### config.mk
export PLATFORM = sky130hd
export DESIGN_NAME = prio_scan_encoder
export DESIGN_NICKNAME = d
export VERILOG_FILES = /design/src/rtl/prio_scan_encoder.sv
export SDC_FILE = /design/constraint.sdc
export NUM_CORES = 1
export LEC_CHECK = 0
export CAP_MARGIN = 20
export CELL_PAD_IN_SITES_DETAIL_PLACEMENT = 1
export CELL_PAD_IN_SITES_GLOBAL_PLACEMENT = 1
export CORE_ASPECT_RATIO = 0.7
export CORE_MARGIN = 2
export CORE_UTILIZATION = 34
export DETAILED_ROUTE_END_ITERATION = 12
export HOLD_SLACK_MARGIN = 0.02
export PLACE_DENSITY = 0.88
export SETUP_SLACK_MARGIN = 0.2
export SKIP_CTS_REPAIR_TIMING = 1
export SYNTH_ARGS = -nofsm -noshare
export SYNTH_HDL_FRONTEND = slang
export SYNTH_SLANG_ARGS = --single-unit
### constraint.sdc
create_clock -name clk -period 8.4 [get_ports clk]
set_input_delay 1.68 -clock clk [delete_from_list [all_inputs] [get_ports clk]]
set_output_delay 1.68 -clock clk [all_outputs]
set_load 0.02 [all_outputs]
### src/rtl/prio_scan_encoder.sv
// Sequential priority scan encoder: captures a request vector and emits one set-bit index per
// handshake. Define SCAN_LSB_FIRST_EN to emit ascending indices instead of descending.
module prio_scan_encoder #(
   parameter int unsigned WIDTH = 8,
   parameter int unsigned POS_W = $clog2(WIDTH)
) (
   input  logic             clk,
   input  logic             rst_n,
   input  logic             in_valid,
   output logic             in_ready,
   input  logic [WIDTH-1:0] in_vec,
   output logic             out_valid,
   input  logic             out_ready,
   output logic [POS_W-1:0] out_pos,
   output logic             out_last,
   output logic [POS_W:0]   out_cnt
);

   typedef enum logic [0:0] {StIdle, StScan} state_e;

   state_e           state_q, state_d;
   logic [WIDTH-1:0] rem_q, rem_d;
   logic [POS_W-1:0] pos;
   logic [POS_W:0]   cnt;

   // Priority pick over the remaining bits; the last match in loop order wins.
   always_comb begin
      pos = '0;
`ifdef SCAN_LSB_FIRST_EN
      for (int i = WIDTH - 1; i >= 0; i--) begin
         if (rem_q[i]) pos = POS_W'(i);
      end
`else
      for (int i = 0; i < WIDTH; i++) begin
         if (rem_q[i]) pos = POS_W'(i);
      end
`endif
   end

   always_comb begin
      cnt = '0;
      for (int i = 0; i < WIDTH; i++) begin
         cnt = cnt + {{POS_W{1'b0}}, rem_q[i]};
      end
   end

   // rem_q is zero whenever the block is idle, so these are naturally zero there.
   assign out_pos   = pos;
   assign out_cnt   = cnt;
   assign out_last  = (cnt == {{POS_W{1'b0}}, 1'b1});
   assign out_valid = (state_q == StScan);
   assign in_ready  = (state_q == StIdle) && rst_n;

   always_comb begin
      state_d = state_q;
      rem_d   = rem_q;
      unique case (state_q)
         StIdle: begin
            // A zero vector is accepted and dropped without leaving idle.
            if (in_valid && in_ready && (in_vec != '0)) begin
               rem_d   = in_vec;
               state_d = StScan;
            end
         end
         StScan: begin
            if (out_ready) begin
               rem_d = rem_q & ~({{(WIDTH - 1){1'b0}}, 1'b1} << pos);
               if (out_last) state_d = StIdle;
            end
         end
         default: begin
            state_d = StIdle;
            rem_d   = '0;
         end
      endcase
   end

   always_ff @(posedge clk) begin
      if (!rst_n) begin
         state_q <= StIdle;
         rem_q   <= '0;
      end else begin
         state_q <= state_d;
         rem_q   <= rem_d;
      end
   end

   a_pos_is_set: assert property (@(posedge clk) disable iff (!rst_n)
      out_valid |-> rem_q[out_pos]);

   a_hold_under_backpressure: assert property (@(posedge clk) disable iff (!rst_n)
      (out_valid && !out_ready) |=> ($stable(rem_q) && out_valid));

   a_idle_is_empty: assert property (@(posedge clk) disable iff (!rst_n)
      (state_q == StIdle) |-> (rem_q == '0));

endmodule

==> metrics <==
status=finished clean; FP Rows=13; CORE AREA=0.00185 mm²; maximum VDD drop=0.143 mV; Layout Nets=117; final hold violation count=0; via/cell ratio=5.60; Port-buffer cells=21; first-pass GRT wire length=3040 µm; Root Buffer=clkbuf_4; dominant cells by area after synthesis=dfxtp_1 27%, fa_1 12%, inv_1 6.8%; Slew Limit Fails=0; Mapped Cells=74; dpl cells=115; Achievable Freq=179 MHz; Synth Warn #=0; antenna diode count=0; gr usage total=18.5%; setup TNS=0 ps; initial antenna violation count=0; residual overflow from global routing=0; Worst EP arrival=3900 ps; Synth area leader=dfxtp_1; worst hold-check path type=reg -> reg; RSZ-0062 raised after global routing=no; Worst path slowest cell=clkdlybuf4s50_1; gpl congestion=0.760; post-synthesis compound-gate area fraction=28.4%; Critical Path Source Type=flip-flop; fraction of layout cells with a size suffix above 1=9.28%; Seq/Total Area, Yosys=27.1%; Pleak=0.392 nW; EDFF count, synth=0; PwrDens=239 mW/mm²; maxcap violations=0; die area=0.00233 mm²; Synth Area in Adders=17.7%; # IOs=22; syn_nets=93; clock sink count=9; delay-heaviest family, CP=adder cells; area share of and/or/nand/nor cells after synthesis=16.0%; CP Class=reg -> out; Post-Synth XOR/XNOR Area=1.32%; CP required=6720 ps; largest family of logic cells by synthesized area=compound AO/OA/AOI/OAI gates; syn_area_per_cell=9.00 µm²; Post-Syn Area=666 µm²; die width=56.9 µm; Synth top area share=27.1%; Die Ht=41.0 µm; CP bufs+invs=4; Final ANT Viol Nets=0; DRC violations left=0; Slew @ Worst Pin=344 ps; Max-slew headroom=76.8%; Pre-antenna DRT Iters=4; Final Power=0.000218 W; fin crit share=66.5%; footprint of the multi-input gates=422 µm²; via count=666; minimum clock period=5580 ps; Critical Path Max Stage Delay=610 ps; Skew-Pair Late Insertion Delay=260 ps; Finished Layout Cells=119; Final Core Density=49.1%; Clock Path Buffers=2; CP max FO=8; CTS tree=yes; dpl hpwl=1480 µm; Routed WL per cell=15.7 µm; Most Frequent Cell on Critical Path=fa_1; CP Cell Sequence=fa_1 -> inv_1 -> fa_1 -> fa_1 -> inv_1 -> ha_1 -> inv_1 -> fa_1 -> xnor2_1 -> nand3b_1 -> nor2_1 -> clkdlybuf4s50_1; DR iter-0 viols=18; post-synthesis mux area share=0%; fraction of registers with async set/reset=0%; Storage cell area=180 µm²; H-Tree Level Count=1; final setup violating endpoints=0; fillers=236; Clock Skew=4.01 ps; vias in the first global route=632; Reg clk slew, reported paths=70 ps; Main synth FF type=dfxtp_1; Cell variety after synth=30; clock buffer count from CTS=3; area grow syn2layout=36.8%; starting density of the core=35.9%; flops & latches, synth=9; WL final=1870 µm; largest net degree at the start of global routing=10; CP Capture Type=output port
## report_power, final
group | total [W] | switching [W] | leakage [nW] | internal (W)
registers | 0.0000567 | 0.00000876 | 0.0743 | 0.0000479
clock network | 0.0000353 | 0.0000169 | 0.0150 | 0.0000184
logic | 0.000126 | 0.0000659 | 0.302 | 0.0000597
total | 0.000218 | 0.0000916 | 0.392 | 0.000126
## through the flow
stage	setup WS [ps]	instance area (µm²)	hold WS, ps
final	2820	911	567
after global routing	2600	911	590
after CTS	2800	911	570
after detailed placement	3090	885	554
after global placement	3240	885	547
after floorplan	3590	666	498
## logic make-up after synthesis
group / count (synthesis)
AOI/OAI and AO/OA: 24
and+or+nand+nor: 19
buffers and inverters: 14
DFF: 9
adders and majority gates: 7
xor gates and xnor gates: 1
## cell usage after synthesis (all sizes together), types with 2 or more instances
cell / number
inv: 12
dfxtp: 9
o21ai: 8
nand2: 5
fa: 4
a221o: 3
a22o: 3
ha: 3
nor2: 3
nor2b: 3
a21oi: 2
nor4: 2
o311a: 2
## flip-flops by register name, summed over array words and instances, names as in the netlist
name,flops
out_valid,1
rem_q,8
## cell usage in the layout, fill, tap and decap left out, drive strengths merged, types with 3 or more instances in the layout
| master | count |
|---|---|
| a221o | 3 |
| a22o | 3 |
| clkbuf | 4 |
| clkdlybuf4s50 | 21 |
| dfxtp | 9 |
| fa | 4 |
| ha | 3 |
| inv | 12 |
| nand2 | 5 |
| nor2 | 3 |
| nor2b | 3 |
| o21ai | 8 |
## final cells by class
type	instances	area share (%)
repair buffers	21	23.1
inverters	12	4.95
clock buffers	4	2.88
multi-input cells	51	46.3
well taps	22	3.02
flip-flops and latches	9	19.8
## layer usage
layer  up-vias  routed length (µm)  GRT usage (%)  share of wire, %
met4         0                  33           10.5               1.8
li1        313                   -              -                 -
met2        27                 852           30.5                46
met1       322                 882           24.2                47
met5         -                   0              0                 0
met3         4                 103           2.84               5.5
## path summary, 6_finish.rpt
check	startpoint	to	slack, ps	cells past startpoint
max reg2reg	rem_q[3]	out_valid	5090	12
max	rem_q[3]	out_last	2820	12
min reg2reg	rem_q[0]	rem_q[0]	570	1
min	rem_q[0]	rem_q[0]	570	1
## worst reg2reg max path: stages, from the launching register on
cell      delay [ps]
dfxtp_1          490
fa_1             460
inv_1             80
fa_1             420
fa_1             430
inv_1             80
ha_1             160
inv_1             60
fa_1             370
xnor2_1          160
nand3b_1         210
nor3_1           200
a21oi_1           80
(Power assumes the default switching activity.)
==> RTL edit (same settings) <==
The option `SCAN_LSB_FIRST_EN` is turned on by a define.
--- a/src/rtl/prio_scan_encoder.sv
+++ b/src/rtl/prio_scan_encoder.sv
@@ -2,2 +2,4 @@
 // handshake. Define SCAN_LSB_FIRST_EN to emit ascending indices instead of descending.
+`define SCAN_LSB_FIRST_EN
+
 module prio_scan_encoder #(
Check against the original RTL: not equivalent (Yosys sat finds a counterexample within 4 cycles, from zero or initial values and one cycle with rst_n low).
==> RTL edit against the unedited design <==
- wire length rose by 4.5%
- total power rose by 1.5%
- sequential share of layout area fell by 0.29 points
- largest power group unchanged
- area after synthesis did not move
- sequential cell count did not move
- cell area rose by 1.5%
- worst setup slack got worse by 0.17 ns
==> RTL edit: results (changes against the unedited design) <==
logic_synthesis:
  synth_compound_area_share_pct: 30.3  # +1.9 points
  synth_xor_xnor_area_share_pct: 1.32  # unchanged
  synth.avg_cell_area_sq_um: 9.24  # +2.8%
  synth_fp_nets: 91  # -2.2%
  yosys.area_share.adder_pct: 17.7  # unchanged
  async_flop_share_pct: 0  # unchanged
  synth.mux.area_fraction_pct: 0  # unchanged
  synth_top_cells_by_count: "inv_1 (12), dfxtp_1 (9), a221o_1 (7)"
  yosysSeqAreaShare_pct: 27.1  # unchanged
  ys_top_cells_by_area: "dfxtp_1 (27%), fa_1 (12%), a221o_1 (11%)"
  ys.warnings.count: 0  # unchanged
  synth_cell_type_count: 29  # -3.3%
placement:
  hpwl_um: 1510  # +2.4%
  place.gp.congestion: 0.837  # +10%
  placement.setup.worst_slack_ns: 2.95  # -0.143 ns
  dp.cells: 114  # -0.87%
  placed_area_sq_um: 898  # +1.6%
outcome:
  status: "complete, no violations"
hold_path:
  hold_depth: 1  # unchanged
  hold_path_class: "reg2reg"
timing:
  slew_headroom_pct: 65.1  # -12 points
  min_period_ns: 5.75  # +0.171 ns
  skew_ns: 0.00113  # -0.00287 ns
drt:
  initialDrtViolationCount: 28  # +10
  viasPerCell: 5.61  # +0.24%
  routedWlPerCell_um: 16.6  # +5.4%
  drt_wl_total_um: 1960  # +4.5%
  first_pass_iters: 4  # unchanged
cts:
  clock_latency_ns: 0.28  # +0.02 ns
  cts.path.max_buffers: 2  # unchanged
  cts.clk_slew.worst_paths_ns: 0.07  # about the same
worst_setup_path:
  r2r_start: "rem_q[1]"
  r2r_cells: 12  # unchanged
  crit_fanout: 8  # unchanged
  rrSetupSlack_ns: 4.88  # -0.21 ns
  cp_data_arrival_time_ns: 4.07  # +0.17 ns
  startpoint: "rem_q[1]"
power_and_ir_drop:
  clkPwrFrac_pct: 17.4  # +1.2 points
  ir_worst_vdd_mv: 0.119  # -17%
  p_int_mw: 0.126  # about the same
  power_leakage_nw: 0.395  # +0.89%
global_routing:
  grt_util_met3_pct: 7.89  # +5.0 points
  grt_util_met1_pct: 24.3  # +0.14 points
  first_global_vias: 653  # +3.3%
  grt_use_met2_pct: 29.6  # -0.86 points
  grt_usage_pct: 19.3  # +0.77 points
  grt_first_pass_wirelength_um: 3110  # +2.1%
layout:
  num_antenna_cells: 0  # unchanged
  drive_above_1_share_pct: 6.25  # -3.0 points
  nNetsFinal: 116  # -0.85%
[RTL edit: cell type report]
| cell class | count | area, sq um |
|---|---|---|
| Sequential cell | 9 | 180 |
| Timing Repair Buffer | 21 | 210 |
| Multi-Input combinational cell | 50 | 435 |
| Tap cell | 22 | 27.5 |
| Inverter | 12 | 45.0 |
| Fill cell | 218 | 930 |
| Clock buffer | 4 | 26.3 |
[RTL edit: cell families after synthesis]
group                      after synthesis
AOI/OAI and AO/OA                       23
and+or+nand+nor                         19
buffers and inverters                   13
DFF                                      9
adders and majority gates                7
xor gates and xnor gates                 1
[RTL edit: worst max-delay path: stages (launching register included)]
cell	delay, ns
dfxtp_1	0.52
fa_1	0.47
inv_1	0.08
fa_1	0.42
fa_1	0.43
inv_1	0.06
ha_1	0.16
inv_1	0.05
fa_1	0.51
nand2_1	0.06
a211oi_1	0.34
clkdlybuf4s50_1	0.69
[RTL edit: worst min-delay path by stage]
| stage | startpoint | to | slack (ns) |
|---|---|---|---|
| after floorplan | rem_q[6] | rem_q[6] | 0.49 |
| after global placement | rem_q[6] | rem_q[6] | 0.53 |
| after detailed placement | rem_q[6] | rem_q[6] | 0.54 |
| after CTS | rem_q[6] | rem_q[6] | 0.56 |
| after global routing | rem_q[6] | rem_q[6] | 0.59 |
| final | rem_q[6] | rem_q[6] | 0.56 |
[RTL edit: power groups by stage]
stage | clock network [mW] | registers, mW | logic, mW
finish | 0.0385 | 0.0572 | 0.125
global placement | 0 | 0.0573 | 0.121
global route | 0.0405 | 0.0584 | 0.135
detailed placement | 0 | 0.0581 | 0.125
CTS | 0.0391 | 0.0571 | 0.126
floorplan | 0 | 0.0569 | 0.0721
[RTL edit: layer usage]
metal,vias up,wire [um]
met1,322,954
met3,6,129
met4,0,40
met5,-,0
li1,314,-
met2,20,830
